**src/rtl/eq_pkg.sv**
```systemverilog
// Shared types and helpers for the EQ filter datapath: MAC FSM states,
// sample clamp limits and accumulator sizing.
package eq_pkg;

    typedef enum logic [2:0] {
        IDLE,
        SHIFT,
        MAC,
        DRAIN,
        OUT
    } fir_mac_state_t;

    function automatic longint sample_max(input int width);
        return (longint'(1) <<< (width - 1)) - 1;
    endfunction

    function automatic longint sample_min(input int width);
        return -(longint'(1) <<< (width - 1));
    endfunction

    // Product width plus enough growth for NUM additions, plus a guard bit.
    function automatic int acc_width(input int in_width, input int coef_width, input int num);
        return in_width + coef_width + $clog2(num) + 1;
    endfunction

    localparam longint SAMPLE_MAX = sample_max(24);
    localparam longint SAMPLE_MIN = sample_min(24);

endpackage

```
**src/rtl/eq_round_sat.sv**
```systemverilog
// Combinational round-half-up and saturate from an accumulator down to sample width.
// Shared by the FIR tap MAC and the IIR stage.
module eq_round_sat
    import eq_pkg::*;
#(
    parameter int ACC_WIDTH = 45,
    parameter int OUT_WIDTH = 24,
    parameter int FRAC_BITS = 16
) (
    input  logic [ACC_WIDTH-1:0] acc,
    output logic [OUT_WIDTH-1:0] sample
);

    // One extra bit so adding the half-LSB can never wrap.
    localparam int RW = ACC_WIDTH + 1;
    localparam logic signed [RW-1:0] HALF = {{(RW-1){1'b0}}, 1'b1} << (FRAC_BITS - 1);
    localparam logic signed [RW-1:0] MAXV = RW'(sample_max(OUT_WIDTH));
    localparam logic signed [RW-1:0] MINV = RW'(sample_min(OUT_WIDTH));

    logic signed [RW-1:0] rounded;
    logic signed [RW-1:0] shifted;

    always_comb begin
        rounded = $signed({acc[ACC_WIDTH-1], acc}) + HALF;
        shifted = rounded >>> FRAC_BITS;
        if (shifted > MAXV) begin
            sample = MAXV[OUT_WIDTH-1:0];
        end else if (shifted < MINV) begin
            sample = MINV[OUT_WIDTH-1:0];
        end else begin
            sample = shifted[OUT_WIDTH-1:0];
        end
    end

endmodule

```
**src/rtl/fir_tap_mac.sv**
```systemverilog
// FIR tap multiply-accumulate: shifts the delay line once per sample, walks the taps,
// accumulates tap*coef and emits one rounded, saturated output sample.
module fir_tap_mac
    import eq_pkg::*;
#(
    parameter int IN_WIDTH   = 24,
    parameter int COEF_WIDTH = 18,
    parameter int FRAC_BITS  = 16,
    parameter int NUM        = 3,
    parameter int ACC_WIDTH  = acc_width(IN_WIDTH, COEF_WIDTH, NUM)
) (
    input  logic                  ic_clk,
    input  logic                  ic_rst,
    input  logic                  ic_sample_valid,
    output logic                  oc_sr_en,
    output logic [NUM-1:0]        oc_addr,
    input  logic [IN_WIDTH-1:0]   id_tap_data,
    input  logic [COEF_WIDTH-1:0] id_coef,
    output logic [IN_WIDTH-1:0]   od_sample_out,
    output logic                  oc_sample_valid,
    output logic                  oc_busy,
    output logic                  oc_overrun
);

    localparam int PW = IN_WIDTH + COEF_WIDTH;
    localparam logic [NUM-1:0] LAST_ADDR = NUM'(NUM - 1);

    fir_mac_state_t          state;
    logic                    drain_cnt;
    logic                    tap_stage;
    logic                    prod_valid;
    logic signed [PW-1:0]    prod;
    logic [ACC_WIDTH-1:0]    acc;
    logic [IN_WIDTH-1:0]     rounded_sample;

    eq_round_sat #(
        .ACC_WIDTH(ACC_WIDTH),
        .OUT_WIDTH(IN_WIDTH),
        .FRAC_BITS(FRAC_BITS)
    ) u_round_sat (
        .acc   (acc),
        .sample(rounded_sample)
    );

    assign oc_sr_en = (state == SHIFT);
    assign oc_busy  = (state != IDLE);

    // tap_stage marks cycles where the registered tap/coef pair is valid;
    // prod_valid trails it by one, when the product register is ready to add.
    always_ff @(posedge ic_clk) begin
        if (ic_rst) begin
            state           <= IDLE;
            oc_addr         <= '0;
            drain_cnt       <= 1'b0;
            tap_stage       <= 1'b0;
            prod_valid      <= 1'b0;
            prod            <= '0;
            acc             <= '0;
            od_sample_out   <= '0;
            oc_sample_valid <= 1'b0;
            oc_overrun      <= 1'b0;
        end else begin
            oc_sample_valid <= 1'b0;
            oc_overrun      <= ic_sample_valid && (state != IDLE);
            tap_stage       <= (state == MAC);
            prod_valid      <= tap_stage;
            if (tap_stage) begin
                prod <= PW'($signed(id_tap_data)) * PW'($signed(id_coef));
            end
            if (prod_valid) begin
                acc <= acc + {{(ACC_WIDTH-PW){prod[PW-1]}}, prod};
            end
            case (state)
                IDLE: begin
                    oc_addr <= '0;
                    if (ic_sample_valid) begin
                        state <= SHIFT;
                    end
                end
                SHIFT: begin
                    acc     <= '0;
                    oc_addr <= '0;
                    state   <= MAC;
                end
                MAC: begin
                    if (oc_addr == LAST_ADDR) begin
                        drain_cnt <= 1'b0;
                        state     <= DRAIN;
                    end else begin
                        oc_addr <= oc_addr + NUM'(1);
                    end
                end
                DRAIN: begin
                    if (drain_cnt) begin
                        state <= OUT;
                    end else begin
                        drain_cnt <= 1'b1;
                    end
                end
                OUT: begin
                    od_sample_out   <= rounded_sample;
                    oc_sample_valid <= 1'b1;
                    oc_addr         <= '0;
                    state           <= IDLE;
                end
                default: state <= IDLE;
            endcase
        end
    end

endmodule
```
**config.mk**
```make
export PLATFORM = sky130hd
export DESIGN_NAME = fir_tap_mac
export DESIGN_NICKNAME = d
export VERILOG_FILES = /design/src/rtl/eq_pkg.sv /design/src/rtl/eq_round_sat.sv /design/src/rtl/fir_tap_mac.sv
export SDC_FILE = /design/constraint.sdc
export NUM_CORES = 2
export LEC_CHECK = 0
export BUFFER_PORTS_ARGS = -buffer_cell sky130_fd_sc_hd__buf_2
export CORE_MARGIN = 3
export CORE_UTILIZATION = 61
export CTS_BUF_LIST = sky130_fd_sc_hd__clkbuf_4 sky130_fd_sc_hd__clkbuf_8
export DETAILED_ROUTE_END_ITERATION = 10
export PLACE_DENSITY = 0.9
export REMOVE_ABC_BUFFERS = 1
export SLEW_MARGIN = 20
export SYNTH_ARGS = -nofsm -noshare
export SYNTH_HDL_FRONTEND = slang
export SYNTH_HIERARCHICAL = 1
export SYNTH_SLANG_ARGS = --single-unit
```
**constraint.sdc**
```tcl
create_clock -name ic_clk -period 9.4 [get_ports ic_clk]
set_input_delay 1.88 -clock ic_clk [delete_from_list [all_inputs] [get_ports ic_clk]]
set_output_delay 1.88 -clock ic_clk [all_outputs]
set_load 0.02 [all_outputs]
```
==> impl_metrics.json <==
{
  "synth_warnings": 6,
  "drive_gt1_share_pct": 5.24,
  "gp_congestion": 0.934,
  "preCtsSetupSlack_ps": 825,
  "grt_pass1_vias": 20300,
  "hold_buffers": 0,
  "fin_crit_ps": 8200,
  "worst_skew_pair.late_latency_ps": 450,
  "postRouteWirelength_um": 54600,
  "track_usage_pct": 29.0,
  "die_w_um": 199,
  "worst_slack_ps": 1200,
  "cts_buffers": 17,
  "netlist_area_mm2": 0.0228,
  "dpl.hpwl_um": 43600,
  "start_kind": "input port",
  "start_util_pct": 62.1,
  "hp-class": "reg -> reg",
  "final-setup-viol-count": 0,
  "syn_avg_cell_area_um2": 8.57,
  "synth_edf_count": 0,
  "final.period_utilization_pct": 87.3,
  "die_area_mm2": 0.0397,
  "nNetsFinal": 3261,
  "cts.sinks": 122,
  "antenna_found_initial": 0,
  "dr.pass1.iters": 6,
  "max_cap_violations": 0,
  "worstPathMaxFanout": 24,
  "seq_area_frac_synth_pct": 10.7,
  "fin_worst_skew_ps": 12.1,
  "crit_required_ps": 9710,
  "tightest_slew_ps": 906,
  "drc": 0,
  "ctsHtreeMaxLevel": 4,
  "cts.path.max_buffers": 2,
  "die_h_um": 199,
  "hold_viol": 0,
  "path_class": "in -> reg",
  "clkTransAtPathRegs_ps": 80,
  "grt_pass1_wl_um": 92700,
  "io_pins": 76,
  "outcome": "completed",
  "setup_tns_ps": 0,
  "vias": 18200,
  "wl_per_cell_um": 17.5,
  "ys_types": 78,
  "ys_seq_elements": 122,
  "routed_via_density": 5.84,
  "synthCells": 2659,
  "rsz0062_at_grt": "no",
  "async_reset_ff_share_pct": 0,
  "grt.overflow.total": 0,
  "fmax_mhz": 122,
  "slew_headroom_pct": 38.0,
  "synthFlopType": "dfxtp_1",
  "fp-row-count": 70,
  "slew_viol_final": 0,
  "critPathArrivalTime_ps": 8510,
  "cts_root_buf": "clkbuf_8",
  "diodes": 0,
  "cts_tree": "done",
  "grt_start_max_net_pins": 58,
  "drtIter0Drc": 1163,
  "numPortBuffers": 75,
  "end_kind": "flop",
  "core-area_mm2": 0.0367,
  "cts_resized": 0,
  "postCtsSetupBuffers": 0,
  "antenna_left": 0,
  "syn2layout_area_growth_pct": 4.21
}
cell usage after synthesis (all sizes together) (5+ instances only):
cell    instances  area share [%]
a31oi          10            0.30
nor3           22            0.51
or2             5            0.14
nand4          13            0.36
o311ai          5            0.19
ha            152             8.3
o21a            8            0.26
a21oi         126             2.8
or3             5            0.14
o21ai          48             1.1
a211oi         11            0.36
xor2           38             1.5
nand2         369             6.1
and3           12            0.34
fa            426              37
nand3          32            0.75
nor3b           5            0.16
a21o           42             1.4
inv           542             8.9
and2          154             4.2
clkbuf        105             1.7
nor2          137             2.3
o31a            5            0.19
xnor2          63             2.4
o22ai           7            0.19
nand3b         10            0.33
dfxtp         122              11
mux2i          60             2.6
o21bai         16            0.53
nor2b           7            0.19
buf            16            0.40
nand2b         25            0.69
o31ai           6            0.26
cells by family after synthesis:
logic type / count (synthesis) / share of synthesized area (%)
AO/OA/AOI/OAI: 325 / 9.19
XOR/XNOR: 101 / 3.88
adder cells (fa/ha/maj): 578 / 45.8
buffers and inverters: 664 / 11.1
flip-flops: 122 / 10.7
multiplexers: 61 / 2.69
AND/OR/NAND/NOR: 808 / 16.6
flip-flops by register name (all words and copies together), names as in the netlist:
| signal | flops |
|---|---|
| acc | 45 |
| drain_cnt | 1 |
| oc_addr | 3 |
| oc_overrun | 1 |
| oc_sample_valid | 1 |
| od_sample_out | 24 |
| prod | 42 |
| prod_valid | 1 |
| state | 3 |
| tap_stage | 1 |
final timing paths:
kind / from / endpoint / slack [ps] / cells after the start
setup / recovery: id_coef[4] / prod[30]$_SDFFE_PP0P_ / 1200 / 22
hold / removal: od_sample_out[0]$_SDFFE_PP0P_ / od_sample_out[0]$_SDFFE_PP0P_ / 450 / 2
hold reg to reg: od_sample_out[0]$_SDFFE_PP0P_ / od_sample_out[0]$_SDFFE_PP0P_ / 450 / 2
setup reg to reg: acc[21]$_SDFFE_PP0P_ / acc[44]$_SDFFE_PP0P_ / 5780 / 11
placed cells by master, fill, tap and decap left out, drive strengths merged, types with 63 or more instances in the layout:
cell type  count
a21oi        126
and2         154
buf           81
dfxtp        122
fa           426
ha           152
inv          543
nand2        369
nor2         137
xnor2         63
per-layer routing:
metal / share of wire (%) / wire, um / vias to the layer above / track usage, %
met5: 0 / 0 / - / 0
met4: 6.1 / 3330 / 0 / 17.0
met3: 5.7 / 3110 / 278 / 4.06
met2: 52 / 28400 / 779 / 53.0
met1: 36 / 19700 / 9037 / 32.1
li1: - / - / 8116 / -
cell type report:
type / instances / area [um^2]
Multi-Input combinational cell: 1873 / 17800
Inverter: 543 / 2040
Clock inverter: 14 / 198
Fill cell: 2842 / 13000
Sequential cell: 122 / 2440
Clock buffer: 18 / 241
Tap cell: 468 / 586
Timing Repair Buffer: 81 / 420
critical path, cell delays in order:
cell	delay [ps]
buf_2	390
nand2_1	150
fa_1	520
fa_1	580
fa_1	470
fa_1	550
inv_1	50
fa_1	470
inv_1	50
fa_1	480
inv_1	40
ha_1	330
a21o_1	220
a21o_1	200
a21oi_1	150
o31ai_1	170
a21bo_2	240
a2111oi_0	820
o31ai_1	210
a31oi_1	240
xor2_1	180
o22ai_1	90
metrics by stage:
step / cells / hold WS, ps / cell area, um^2 / util (%)
after floorplan: 2538 / 444 / 22300 / -
after global placement: 3087 / 443 / 23300 / 63.5
after detailed placement: 3087 / 444 / 23300 / 63.5
after CTS: 3119 / 455 / 23700 / 64.7
after global routing: 3119 / 470 / 23700 / 64.7
final: 3119 / 452 / 23700 / 64.7
Power is left out: the tool's default activity adds up to more than one toggle a clock period on the data nets, which glitch-free logic cannot reach.
